`src/rtl/bartlett_scan_ctrl.sv`:
```
// Bartlett DOA sweep controller: streams theta indices into the core and tracks the argmax of the returned power.
// At most MAX_OUTSTANDING thetas are in flight. Results are consumed in issue order and reported on a one-cycle done pulse.
module bartlett_scan_ctrl #(
    parameter int NUM_SIZE        = 32,
    parameter int THETA_COUNT     = 19,
    parameter int IDX_W           = $clog2(THETA_COUNT) + 1,
    parameter int MAX_OUTSTANDING = 4
) (
    input  logic                  clk,
    input  logic                  reset,
    input  logic                  start,
    output logic                  busy,
    output logic                  done,
    output logic [IDX_W-1:0]      peak_idx,
    output logic [NUM_SIZE-1:0]   peak_pow,
    output logic                  proto_err,
    output logic [IDX_W-1:0]      m_axis_theta_tdata,
    output logic                  m_axis_theta_tvalid,
    output logic                  m_axis_theta_tlast,
    output logic                  m_axis_theta_tuser,
    input  logic                  m_axis_theta_tready,
    input  logic [2*NUM_SIZE-1:0] s_axis_p_tdata,
    input  logic                  s_axis_p_tvalid,
    input  logic                  s_axis_p_tlast,
    input  logic                  s_axis_p_tuser,
    output logic                  s_axis_p_tready
);
    localparam int OUT_W = $clog2(MAX_OUTSTANDING + 1);
    localparam logic [IDX_W-1:0] LAST_IDX = IDX_W'(THETA_COUNT - 1);
    localparam logic [OUT_W-1:0] MAX_OUT  = OUT_W'(MAX_OUTSTANDING);

    typedef enum logic [1:0] {IDLE, SWEEP, DRAIN, DONE} state_t;

    state_t              state;
    logic [IDX_W-1:0]    issue_cnt;
    logic [IDX_W-1:0]    recv_cnt;
    logic [OUT_W-1:0]    outstanding;
    logic                theta_hs;
    logic                res_hs;
    logic                res_is_last;
    logic [NUM_SIZE-1:0] res_pow;
    logic                unused_inputs;

    // Issue stalls only on credit; tvalid cannot fall before its handshake because credit
    // only shrinks on a theta handshake.
    assign m_axis_theta_tvalid = (state == SWEEP) && (outstanding < MAX_OUT);
    assign m_axis_theta_tdata  = issue_cnt;
    assign m_axis_theta_tlast  = m_axis_theta_tvalid && (issue_cnt == LAST_IDX);
    assign m_axis_theta_tuser  = m_axis_theta_tvalid && (issue_cnt == '0);

    // With nothing in flight there is no result we could legitimately accept.
    assign s_axis_p_tready = ((state == SWEEP) || (state == DRAIN)) && (outstanding != '0);

    assign theta_hs    = m_axis_theta_tvalid && m_axis_theta_tready;
    assign res_hs      = s_axis_p_tvalid && s_axis_p_tready;
    assign res_is_last = (recv_cnt == LAST_IDX);
    assign res_pow     = s_axis_p_tdata[NUM_SIZE-1:0];

    assign unused_inputs = ^{s_axis_p_tuser, s_axis_p_tdata[2*NUM_SIZE-1:NUM_SIZE]};

    always_ff @(posedge clk) begin
        if (reset) begin
            state       <= IDLE;
            busy        <= 1'b0;
            done        <= 1'b0;
            peak_idx    <= '0;
            peak_pow    <= '0;
            proto_err   <= 1'b0;
            issue_cnt   <= '0;
            recv_cnt    <= '0;
            outstanding <= '0;
        end else begin
            done <= 1'b0;

            case (state)
                IDLE: begin
                    if (start) begin
                        state       <= SWEEP;
                        busy        <= 1'b1;
                        proto_err   <= 1'b0;
                        peak_pow    <= '0;
                        issue_cnt   <= '0;
                        recv_cnt    <= '0;
                        outstanding <= '0;
                    end
                end
                SWEEP: begin
                    if (theta_hs && (issue_cnt == LAST_IDX)) begin
                        state <= DRAIN;
                    end
                end
                DRAIN: begin
                    if (res_hs && res_is_last) begin
                        state <= DONE;
                        done  <= 1'b1;
                        busy  <= 1'b0;
                    end
                end
                DONE: begin
                    state <= IDLE;
                end
                default: begin
                    state <= IDLE;
                end
            endcase

            // Handshakes are impossible in IDLE, so these never fight the start-time clears.
            if (theta_hs) begin
                issue_cnt <= issue_cnt + 1'b1;
            end

            case ({theta_hs, res_hs})
                2'b10:   outstanding <= outstanding + 1'b1;
                2'b01:   outstanding <= outstanding - 1'b1;
                default: outstanding <= outstanding;
            endcase

            if (res_hs) begin
                recv_cnt <= recv_cnt + 1'b1;
                // Strict compare keeps the lowest index on ties.
                if ((recv_cnt == '0) || (res_pow > peak_pow)) begin
                    peak_pow <= res_pow;
                    peak_idx <= recv_cnt;
                end
                if (s_axis_p_tlast != res_is_last) begin
                    proto_err <= 1'b1;
                end
            end
        end
    end

endmodule

```
`config.mk`:
```
export PLATFORM = sky130hd
export DESIGN_NAME = bartlett_scan_ctrl
export DESIGN_NICKNAME = d
export VERILOG_FILES = /design/src/rtl/bartlett_scan_ctrl.sv
export SDC_FILE = /design/constraint.sdc
export NUM_CORES = 1
export LEC_CHECK = 0
export CAP_MARGIN = 20
export CORE_MARGIN = 10
export CORE_UTILIZATION = 49
export CTS_CLUSTER_SIZE = 30
export DETAILED_ROUTE_END_ITERATION = 7
export PLACE_DENSITY = 0.91
export SLEW_MARGIN = 40
export SYNTH_ARGS = -nofsm -noshare
export SYNTH_HDL_FRONTEND = slang
export SYNTH_SLANG_ARGS = --single-unit
```
`constraint.sdc`:
```
create_clock -name clk -period 3.7 [get_ports clk]
set_input_delay 0.74 -clock clk [delete_from_list [all_inputs] [get_ports clk]]
set_output_delay 0.74 -clock clk [all_outputs]
set_load 0.02 [all_outputs]
```
==> results.txt <==
Averaged over all synthesized cells, the footprint is roughly 8 µm². For hold timing, the worst endpoint is peak_idx[0]. The die is 104 µm tall.

The fraction of registers with async set or reset after synthesis came out at 0%. The first-pass iteration count of the detailed router came out at 5. The number of global-route vias before repair came to approximately 3600. The worst path needs about 3.2 ns of the cycle, external delays included. Setup violations remaining at the end of the flow were counted as 0.

The synthesized design spends more area on one cell type than any other, namely dfxtp_1. Setup repair after global routing left no endpoint under its margin. The number of gates given a new drive strength after cts is 0.

The HPWL after detailed placement came out at 7750 µm. The iteration-0 DRC count of the detailed router came out at between 200 and 250. The clock passes through at most 2 buffers. The net count after synthesis is approximately 550. Entering global routing, the biggest net connects 34 pins. Data on the critical path is required at its endpoint by between 3 and 4 ns.

Summed over all layers, the global routing overflow is 0. The nature of the critical path endpoint is a flip-flop. The top cell types in the final layout, fill and taps aside, are clkdlybuf4s50_1, a21oi_1, dfxtp_1, inv_1, o21ai_0. The most instantiated flip-flop cell in the synthesis netlist is dfxtp_1. After synthesis the cells add up to about 3500 µm².

The design draws around 1.9 mW. The count of flip-flops with a built-in enable after synthesis is 0. The worst hold path was traced through 2 stages. The category of the worst setup path launch point is an input port.

For this run, the top clock speed supported by timing is 0.310 GHz. The count of inserted antenna diode cells is 0. The aggregate routed wire length came out at around 10000 µm. The number of port buffers is 88. The count of final max-slew check failures came out at 0. The final total negative setup slack came out at 0 ns.

The post-route cell area is approximately 4600 µm². Clock tree synthesis selected as its root buffer the cell clkbuf_8. The via count of the routed design is between 3000 and 4000.

Headroom to the max-slew limit came out at about three fifths. The number of antenna violations at the first check in global routing came out at 0. The count of different cell masters after synthesis came out at between 50 and 60. The fraction of layout instances using a drive strength above 1 came out at between 7 and 8%. The floorplan core area is 6870 µm². The clock tree from TritonCTS is yes. Compared with the post-synthesis result, the final layout area differs by 33.2%.

The routed via count divided by cell count came out at ~5.8. The max-capacitance violation count is 0. After technology mapping, the gate count stands at ~430. The flow ran to the end, and the final reports show no timing, DRC or antenna violations.

The net count of the finished layout is 630. By area the synthesized netlist is led by dfxtp_1, ha_1, a21oi_1. The number of H-tree branching levels is 3. The setup path with the least slack is of type in -> reg. The first-pass GRT wire length is 16800 µm. For the final database, setup skew stands at around 0.010 ns. At the pin with the least slew margin, the transition time is slightly above 0.6 ns. Once layout is complete, the utilization of the core stands at between 60% and 70%. Counting flops and latches in the post-synthesis netlist gives between 50 and 60. In this run the register-to-register setup slack is about 0.92 ns. The standby leakage power is between 1.5 and 2 nW.

Clock tree synthesis found a total of 58 sinks. Once placement finished, the instance area stood at approximately 4500 µm². The routability congestion estimate is ~0.85. The floorplan has 30 rows. Global routing used ~18% of the available tracks across all layers. The die outline width is 104 µm.

The min-delay analysis places its worst path in the category reg -> reg. During synthesis, Yosys emitted a total of 0 warnings. The count of endpoints failing hold in the final timing report was 0. The number of fill cells in the layout is ~540.

The setup slack after placement is 0.225 ns. The initial cell density of the core came out at 50.7%. The final cycle utilization of the critical path is between 80% and 90%. The worst hold path begins at peak_idx[0]. The share of the yosys chip area belonging to registers is between 30 and 40%. The critical path data arrival time is roughly 3.5 ns. Dividing the detail-routed wire length by the instance count gives around 17 µm. The number of buffers created by CTS is 9. The clock latency at the later pin of the worst-skew pair came out at between 0.3 and 0.4 ns. The maximum fanout encountered on the critical timing path is 15. The startpoint of the most critical register-to-register path is peak_pow[27].

The final routed DRC violation total is 0. The number of hold buffers added after CTS came out at 0. The count of antenna-violating nets left after detailed routing is 0.

The number of buffers inserted by post-CTS setup repair came out at 0. The worst supply voltage drop on vdd is between 0.0003 and 0.0004 V. The most frequent standard cell in the layout excluding fill and tap cells is clkdlybuf4s50_1.

Summed over its instances, the top area cell type makes up around 33% of the synthesized netlist area. The I/O pin total came out at between 100 and 150. The power density relative to cell area is 407 nW/µm². The path depth of the worst reg2reg path is 9.

The register clock-pin slew on the reported worst setup and hold paths is 0.07 ns. The die covers 10900 µm². The worst register-to-register path ends at peak_pow[30]. Setup slack on the critical path of the routed design comes to approximately 0.47 ns.
-- state kept, by name, indices dropped and copies added (netlist names) --
signal / flops
outstanding: 3
m_axis_theta_tdata: 6
state: 2
peak_pow: 32
done: 1
proto_err: 1
recv_cnt: 6
peak_idx: 6
busy: 1
-- kinds of logic after synthesis --
family                   after synthesis  share of synthesized area (%)
XOR/XNOR                               3                          0.754
buffers and inverters                 73                           9.37
multiplexers                           1                          0.287
flip-flops                            58                           33.3
AO/OA/AOI/OAI                        137                           22.2
adder cells (fa/ha/maj)               43                           15.7
AND/OR/NAND/NOR                      118                           18.4
-- how the worst max path moves through the flow --
stage                             startpoint            to  slack [ns]  depth (start not counted)
after detailed placement  s_axis_p_tdata[30]  peak_pow[29]        0.22                          9
after global placement    s_axis_p_tdata[23]   peak_pow[8]        0.10                          9
after CTS                 s_axis_p_tdata[27]  peak_pow[30]        0.52                          9
final                     s_axis_p_tdata[27]  peak_pow[30]        0.47                          9
after global routing      s_axis_p_tdata[25]  peak_pow[30]        0.34                          9
after floorplan           s_axis_p_tdata[31]  peak_pow[31]        1.11                          9
-- cell usage after synthesis, drive strengths merged (2+ instances only) --
master,instances
nand4,38
nor2,28
o31a,3
xor2,2
and3,2
and2,2
or4,2
dfxtp,58
o21a,3
o2bb2ai,2
nor4,2
a31oi,2
nor3,4
o21ai,46
a211oi,6
ha,42
clkbuf,18
nor2b,2
nor3b,3
buf,8
inv,45
nand3,14
a21oi,63
nand2,14
nand3b,3
o31ai,3
-- through the flow --
step | instances | hold WS [ns]
5_1_grt | 617 | 0.502
6_report | 617 | 0.474
2_1_floorplan | 433 | 0.452
4_1_cts | 617 | 0.472
3_3_place_gp | 599 | 0.454
3_5_place_dp | 601 | 0.466
-- power by group --
part           total, mW  internal, mW  switching (mW)  leakage, nW
clock network      0.544         0.296           0.248       0.0965
logic              0.636         0.262           0.374         1.02
registers          0.707         0.669          0.0383        0.468
total               1.89          1.23           0.660         1.58
-- worst max-delay path, cell delays in order --
cell	delay, ns
clkdlybuf4s50_1	0.43
ha_1	0.32
nand4_1	0.20
or4_1	0.58
a211oi_2	0.30
o31a_2	0.40
buf_4	0.25
o21ai_0	0.11
a21oi_1	0.15
-- cell type report --
cell class,count,area (µm²),area share [%]
clock buffer,14,173,3.72
inverter,46,175,3.77
clock inverter,2,10.0,0.216
tap,96,120,2.59
sequential,58,1160,25.0
timing repair buffer,99,978,21.1
multi-input combinational,302,2020,43.6
-- metal layers --
metal / track usage [%] / share of wire [%] / vias to the layer above
met1: 19.9 / 40 / 1706
met4: 8.25 / 1.8 / 0
li1: - / - / 1723
met2: 31.4 / 50 / 152
met5: 0 / 0 / -
met3: 6.13 / 7.8 / 18
(Power assumes the default switching activity.)
